[config.mk]
export PLATFORM = sky130hd
export DESIGN_NAME = vga_rect_filler_flat
export DESIGN_NICKNAME = d
export VERILOG_FILES = /design/src/rtl/vga_rect_filler_if.sv /design/src/rtl/vga_rect_filler.sv /design/src/flat_wrapper.sv
export SDC_FILE = /design/constraint.sdc
export NUM_CORES = 1
export LEC_CHECK = 0
export BUFFER_PORTS_ARGS = -buffer_cell sky130_fd_sc_hd__buf_2
export CAP_MARGIN = 15
export CORE_MARGIN = 2
export CORE_UTILIZATION = 45
export CTS_CLUSTER_SIZE = 20
export DETAILED_ROUTE_END_ITERATION = 10
export PLACE_DENSITY_LB_ADDON = 0.08
export SYNTH_ARGS = -nofsm -noshare
export SYNTH_HDL_FRONTEND = slang
export SYNTH_SLANG_ARGS = --single-unit
[constraint.sdc]
create_clock -name clock -period 5.39 [get_ports clock]
set_input_delay 0.539 -clock clock [delete_from_list [all_inputs] [get_ports clock]]
set_output_delay 0.539 -clock clock [all_outputs]
set_load 0.03 [all_outputs]
[src/rtl/vga_rect_filler_if.sv]
// Command and pixel-stream bundle for the rectangle fill engine.
// The engine is the master: it consumes commands and drives the pixel
// write requests toward video memory. The slave side issues commands
// and answers each pixel with plot_ready.
interface vga_rect_filler_if #(
    parameter int X_BITS     = 9,
    parameter int Y_BITS     = 8,
    parameter int COLOR_BITS = 3
);
    logic                  start;
    logic [X_BITS-1:0]     x0;
    logic [Y_BITS-1:0]     y0;
    logic [X_BITS-1:0]     width;
    logic [Y_BITS-1:0]     height;
    logic [COLOR_BITS-1:0] color;
    logic                  busy;
    logic                  done;
    logic [X_BITS-1:0]     x;
    logic [Y_BITS-1:0]     y;
    logic [COLOR_BITS-1:0] colour;
    logic                  plot;
    logic                  plot_ready;

    modport master (
        input  start, x0, y0, width, height, color, plot_ready,
        output busy, done, x, y, colour, plot
    );

    modport slave (
        output start, x0, y0, width, height, color, plot_ready,
        input  busy, done, x, y, colour, plot
    );
endinterface

[src/rtl/vga_rect_filler.sv]
// Rectangle fill engine: turns one (origin, size, colour) command into a
// row-major stream of pixel writes, clipped to the visible dot space.
// Pixels leave through a valid/ready handshake (plot / plot_ready).
module vga_rect_filler #(
    parameter int SCREEN_W   = 320,
    parameter int SCREEN_H   = 240,
    parameter int X_BITS     = 9,
    parameter int Y_BITS     = 8,
    parameter int COLOR_BITS = 3
) (
    input logic               clock,
    input logic               reset,
    vga_rect_filler_if.master bus
);
    typedef enum logic [1:0] {
        IDLE   = 2'd0,
        DRAW   = 2'd1,
        FINISH = 2'd2
    } state_t;

    state_t                state_r;
    logic                  busy_r;
    logic                  done_r;
    logic                  plot_r;
    logic [X_BITS-1:0]     x_r;
    logic [Y_BITS-1:0]     y_r;
    logic [COLOR_BITS-1:0] colour_r;
    logic [X_BITS-1:0]     x_start_r;
    logic [X_BITS-1:0]     x_last_r;
    logic [Y_BITS-1:0]     y_last_r;

    // Clipped extents are formed in 10 bits so SCREEN - origin never wraps.
    logic [9:0] x0_ext_s;
    logic [9:0] y0_ext_s;
    logic [9:0] w_ext_s;
    logic [9:0] h_ext_s;
    logic [9:0] avail_w_s;
    logic [9:0] avail_h_s;
    logic [9:0] ew_s;
    logic [9:0] eh_s;
    logic [9:0] x_last_s;
    logic [9:0] y_last_s;

    // Clip the requested width/height against the screen edge.
    always_comb begin
        x0_ext_s  = 10'(bus.x0);
        y0_ext_s  = 10'(bus.y0);
        w_ext_s   = 10'(bus.width);
        h_ext_s   = 10'(bus.height);
        avail_w_s = 10'(SCREEN_W) - x0_ext_s;
        avail_h_s = 10'(SCREEN_H) - y0_ext_s;
        ew_s      = 10'd0;
        eh_s      = 10'd0;
        if (x0_ext_s >= 10'(SCREEN_W)) begin
            ew_s = 10'd0;
        end else if (w_ext_s < avail_w_s) begin
            ew_s = w_ext_s;
        end else begin
            ew_s = avail_w_s;
        end
        if (y0_ext_s >= 10'(SCREEN_H)) begin
            eh_s = 10'd0;
        end else if (h_ext_s < avail_h_s) begin
            eh_s = h_ext_s;
        end else begin
            eh_s = avail_h_s;
        end
        // Only meaningful when the extents are non-zero.
        x_last_s = x0_ext_s + ew_s - 10'd1;
        y_last_s = y0_ext_s + eh_s - 10'd1;
    end

    // Command FSM and registered pixel outputs.
    always_ff @(posedge clock) begin
        if (reset) begin
            state_r   <= IDLE;
            busy_r    <= 1'b0;
            done_r    <= 1'b0;
            plot_r    <= 1'b0;
            x_r       <= {X_BITS{1'b0}};
            y_r       <= {Y_BITS{1'b0}};
            colour_r  <= {COLOR_BITS{1'b0}};
            x_start_r <= {X_BITS{1'b0}};
            x_last_r  <= {X_BITS{1'b0}};
            y_last_r  <= {Y_BITS{1'b0}};
        end else begin
            case (state_r)
                IDLE: begin
                    done_r <= 1'b0;
                    if (bus.start) begin
                        busy_r <= 1'b1;
                        if ((ew_s == 10'd0) || (eh_s == 10'd0)) begin
                            state_r <= FINISH;
                        end else begin
                            state_r   <= DRAW;
                            x_r       <= bus.x0;
                            y_r       <= bus.y0;
                            colour_r  <= bus.color;
                            plot_r    <= 1'b1;
                            x_start_r <= bus.x0;
                            x_last_r  <= X_BITS'(x_last_s);
                            y_last_r  <= Y_BITS'(y_last_s);
                        end
                    end
                end
                DRAW: begin
                    // Outputs only move on a completed transfer.
                    if (plot_r && bus.plot_ready) begin
                        if (x_r == x_last_r) begin
                            if (y_r == y_last_r) begin
                                plot_r  <= 1'b0;
                                state_r <= FINISH;
                            end else begin
                                x_r <= x_start_r;
                                y_r <= y_r + {{(Y_BITS-1){1'b0}}, 1'b1};
                            end
                        end else begin
                            x_r <= x_r + {{(X_BITS-1){1'b0}}, 1'b1};
                        end
                    end
                end
                FINISH: begin
                    done_r  <= 1'b1;
                    busy_r  <= 1'b0;
                    state_r <= IDLE;
                end
                default: begin
                    state_r <= IDLE;
                    busy_r  <= 1'b0;
                    done_r  <= 1'b0;
                    plot_r  <= 1'b0;
                end
            endcase
        end
    end

    assign bus.busy   = busy_r;
    assign bus.done   = done_r;
    assign bus.plot   = plot_r;
    assign bus.x      = x_r;
    assign bus.y      = y_r;
    assign bus.colour = colour_r;
endmodule

[src/flat_wrapper.sv]
// flat-port wrapper written by rule: the top's interface ports become plain ports
module vga_rect_filler_flat 
#(
    parameter int SCREEN_W   = 320,
    parameter int SCREEN_H   = 240,
    parameter int X_BITS     = 9,
    parameter int Y_BITS     = 8,
    parameter int COLOR_BITS = 3
)
  (clock, reset, bus_start, bus_x0, bus_y0, bus_width, bus_height, bus_color, bus_plot_ready, bus_busy, bus_done, bus_x, bus_y, bus_colour, bus_plot);
  vga_rect_filler_if #(.X_BITS(X_BITS), .Y_BITS(Y_BITS), .COLOR_BITS(COLOR_BITS)) bus_i ();
  input logic clock;
  input logic reset;
  input wire logic [$bits(bus_i.start)-1:0] bus_start;
  input wire logic [$bits(bus_i.x0)-1:0] bus_x0;
  input wire logic [$bits(bus_i.y0)-1:0] bus_y0;
  input wire logic [$bits(bus_i.width)-1:0] bus_width;
  input wire logic [$bits(bus_i.height)-1:0] bus_height;
  input wire logic [$bits(bus_i.color)-1:0] bus_color;
  input wire logic [$bits(bus_i.plot_ready)-1:0] bus_plot_ready;
  output wire logic [$bits(bus_i.busy)-1:0] bus_busy;
  output wire logic [$bits(bus_i.done)-1:0] bus_done;
  output wire logic [$bits(bus_i.x)-1:0] bus_x;
  output wire logic [$bits(bus_i.y)-1:0] bus_y;
  output wire logic [$bits(bus_i.colour)-1:0] bus_colour;
  output wire logic [$bits(bus_i.plot)-1:0] bus_plot;
  assign bus_i.start = bus_start;
  assign bus_i.x0 = bus_x0;
  assign bus_i.y0 = bus_y0;
  assign bus_i.width = bus_width;
  assign bus_i.height = bus_height;
  assign bus_i.color = bus_color;
  assign bus_i.plot_ready = bus_plot_ready;
  assign bus_busy = bus_i.busy;
  assign bus_done = bus_i.done;
  assign bus_x = bus_i.x;
  assign bus_y = bus_i.y;
  assign bus_colour = bus_i.colour;
  assign bus_plot = bus_i.plot;
  vga_rect_filler #(.SCREEN_W(SCREEN_W), .SCREEN_H(SCREEN_H), .X_BITS(X_BITS), .Y_BITS(Y_BITS), .COLOR_BITS(COLOR_BITS)) u_core (.clock(clock), .reset(reset), .bus(bus_i));
endmodule
==> impl_results.md <==
- GRT Overall Usage: 23.0%
- Post-Layout Cell Count: 795
- Clock Skew: 0.00898 ns
- Boundary Pins: 64
- HP Class: flip-flop to flip-flop
- Placed instance count: 787
- HP Start: u_core.x_start_r[4]
- Avg Cell Area, Syn: 7.40 um2
- Util after Layout: 51.9%
- Fin area: 5020 um2
- N_diodes: 0
- Sequential Power Share: 35.0%
- Max stage delay cell, worst path: or4_1
- Largest net degree at the start of global routing: 47
- Async SR Flop Fraction: 0%
- Post-synth top flop: dfxtp_1
- Port bufs: 63
- Setup TNS: 0 ns
- Max-slew violations: 0
- # resized after CTS: 0
- Pre-CTS setup slack: 0.153 ns
- Vias per inst: 5.42
- VDD IR max: 0.119 mV
- Top-count cell post-synth: nand2_1
- Core Area: 9680 um2
- Overflow after GRT: 0
- Via Count: 4312
- Status: finished, final reports clean
- Fin crit period: 4.83 ns
- Clk slew on worst S/H paths: 0.09 ns
- Synth Instances: 602
- Netlist Area Pre-Place: 4450 um2
- Final Setup Violations: 0
- CP required: 5.56 ns
- Routed Antenna Nets: 0
- Drt first-iter violations: 142
- P per Cell Area: 262 nW/um2
- WHS: 0.454 ns
- Final WL: 11700 um
- Actual slew at the worst max-slew pin: 1.10 ns
- #FFs+latches synth: 51
- Clock Power Share: 16.7%
- Worst-skew pair later-pin latency: 0.31 ns
- Synth top area share: 22.9%
- Fill cells: 981
- Seq/Total Area, Yosys: 22.9%
- Die ar.: 10700 um2
- Area growth from synthesis to layout: 12.8%
- LEAKAGE: 2.39 nW
- TritonCTS buffer count: 5
- Post-synth EDFFs: 0
- Initial antenna violation count: 0
- Worst reg2reg path startpoint: u_core.state_r[0]
- Crit Path Max Fanout: 3
- Share of layout cells above drive strength 1: 14.8%
- Hold buffers post-CTS: 0
- DRC: 0
- Crit path DAT: 5.00 ns
- Bufs on Longest Clock Path: 2
- Ys Warns: 0
- Crit share post-route: 89.6%
- WS Path Type: input port to flip-flop
- Internal Pwr Total: 0.775 mW
- Top cells by area, synth: dfxtp_1, ha_1, nand2_1
- CP startpoint: bus_x0[2]
- Post-CTS Setup Inserts: 0
- Setup ws final: 0.559 ns
- Max-Cap Viols: 0
- CP Launch Type: input port
- Comb power frac: 48.2%
- Max stage delay on crit path: 0.46 ns
- Die Ht: 103 um
- Clk sinks: 51
- Die W: 103 um
- Distinct cells, synth: 62
- Net switching fraction of the power: 41.1%
- Number of global-route vias before repair: 4064
- Total power: 1.32 mW
- RSZ-0062 raised after global routing: no
- Drt first pass iters: 5
- Post-synth top area cell: dfxtp_1
- Placed cell areas: 4940 um2
- TritonCTS clock tree: built
- Root Driver: clkbuf_8
- First-pass GRT wire length: 19600 um
- Layout Nets: 751
- Final GP Congestion: 0.883
- Final Hold Vio Count: 0
- Initial core utilization: 46.0%
- Net Switching: 0.541 mW
- Drt wl/cell: 14.7 um
- CTS H-Tree Depth: 2
- Row count: 36
- Setup crit end kind: flip-flop
- Synth top cells by count: nand2_1, dfxtp_1, inv_1
- Slew HR: 26.9%
- Syn nets: 692
- Fmax: 0.207 GHz
- Worst-path cell chain: buf_2, or3_1, or4_1, nand2_1, ha_1, a211oi_1, nor2_1, a2111oi_2, nor2_1, o21ai_0, and2_1, o21ai_0, ha_1, inv_1, ha_1, a21o_1, a211oi_1, nor2_1, o21ai_0, nand2b_1, a21oi_1, xnor2_1, o31ai_1
- HPWL after DPL: 9090 um
==> worst max-delay path: cells and delay by family <==
kind            cells  cell delay (ns)
compound gates      9             1.73
buf+inv             2             0.15
fa+ha+maj           3             0.86
xor+xnor            1             0.14
simple gates        8             1.58
==> sequential cells by signal, summed over array words and instances, names as in the netlist, 2 cells and up <==
name and flops:
u_core.bus.x 9, u_core.x_last_r 9, u_core.x_start_r 9, u_core.bus.y 8
u_core.y_last_r 8, u_core.bus.colour 3, u_core.state_r 2
==> routing by layer <==
metal | global-route usage (%) | up-vias | part of all wire, %
met2 | 41.2 | 91 | 50
met1 | 30.2 | 2002 | 46
li1 | - | 2207 | -
met3 | 2.89 | 12 | 3.6
met5 | 0 | - | 0
met4 | 3.24 | 0 | 0.57
==> cells by family (layout without fill, tap and decap cells) <==
logic type / after synthesis / in the layout / share of synthesized area, %
mux: 11 / 11 / 2.53
buf+inv: 76 / 136 / 6.71
flops: 51 / 51 / 22.9
xor+xnor: 48 / 48 / 9.44
fa+ha+maj: 49 / 49 / 14.1
simple gates: 226 / 226 / 23.7
compound gates: 141 / 141 / 20.6
==> cell type report <==
cell class / instances / area [um2] / share of cell area [%]
sequential: 51 / 1020 / 20.3
timing repair buffer: 78 / 428 / 8.52
clock inverter: 1 / 5.00 / 0.0996
clock buffer: 7 / 76.3 / 1.52
tap: 133 / 166 / 3.31
multi-input combinational: 475 / 3140 / 62.5
inverter: 50 / 188 / 3.74
==> final timing paths <==
| path | end | cells past startpoint | slack, ns |
|---|---|---|---|
| setup / recovery | u_core.x_last_r[8] | 23 | 0.56 |
| hold / removal | u_core.x_start_r[4] | 2 | 0.45 |
| setup reg to reg | u_core.bus.y[1] | 5 | 2.78 |
| hold reg to reg | u_core.x_start_r[4] | 2 | 0.45 |
==> placed cells by master (no fill, tap or decap), types with 4 or more instances in the layout <==
cell / Yosys / final
o21ai_0: 37 / 37
o31ai_1: 6 / 6
xor2_1: 21 / 21
dfxtp_1: 51 / 51
a211oi_1: 10 / 10
buf_2: 5 / 63
mux2i_1: 9 / 9
nor2b_1: 8 / 8
clkbuf_8: 0 / 5
buf_4: 0 / 15
o21a_1: 4 / 4
and2_1: 6 / 6
nand4_1: 10 / 10
o211ai_1: 10 / 10
nand3_1: 9 / 9
nand2_1: 106 / 106
inv_1: 49 / 49
nor4_1: 8 / 8
nor2_1: 38 / 38
a21o_1: 4 / 4
nor3_1: 12 / 12
nand2b_1: 7 / 7
xnor2_1: 27 / 27
o211a_1: 9 / 9
ha_1: 47 / 47
a21oi_1: 38 / 38
==> power by group through the flow <==
stage               registers [mW]  clock network, mW  logic [mW]
floorplan                    0.491                  0       0.442
global placement             0.470                  0       0.624
detailed placement           0.470                  0       0.631
CTS                          0.461              0.227       0.637
global route                 0.468              0.243       0.727
finish                       0.461              0.220       0.635
(Power assumes the default switching activity.)
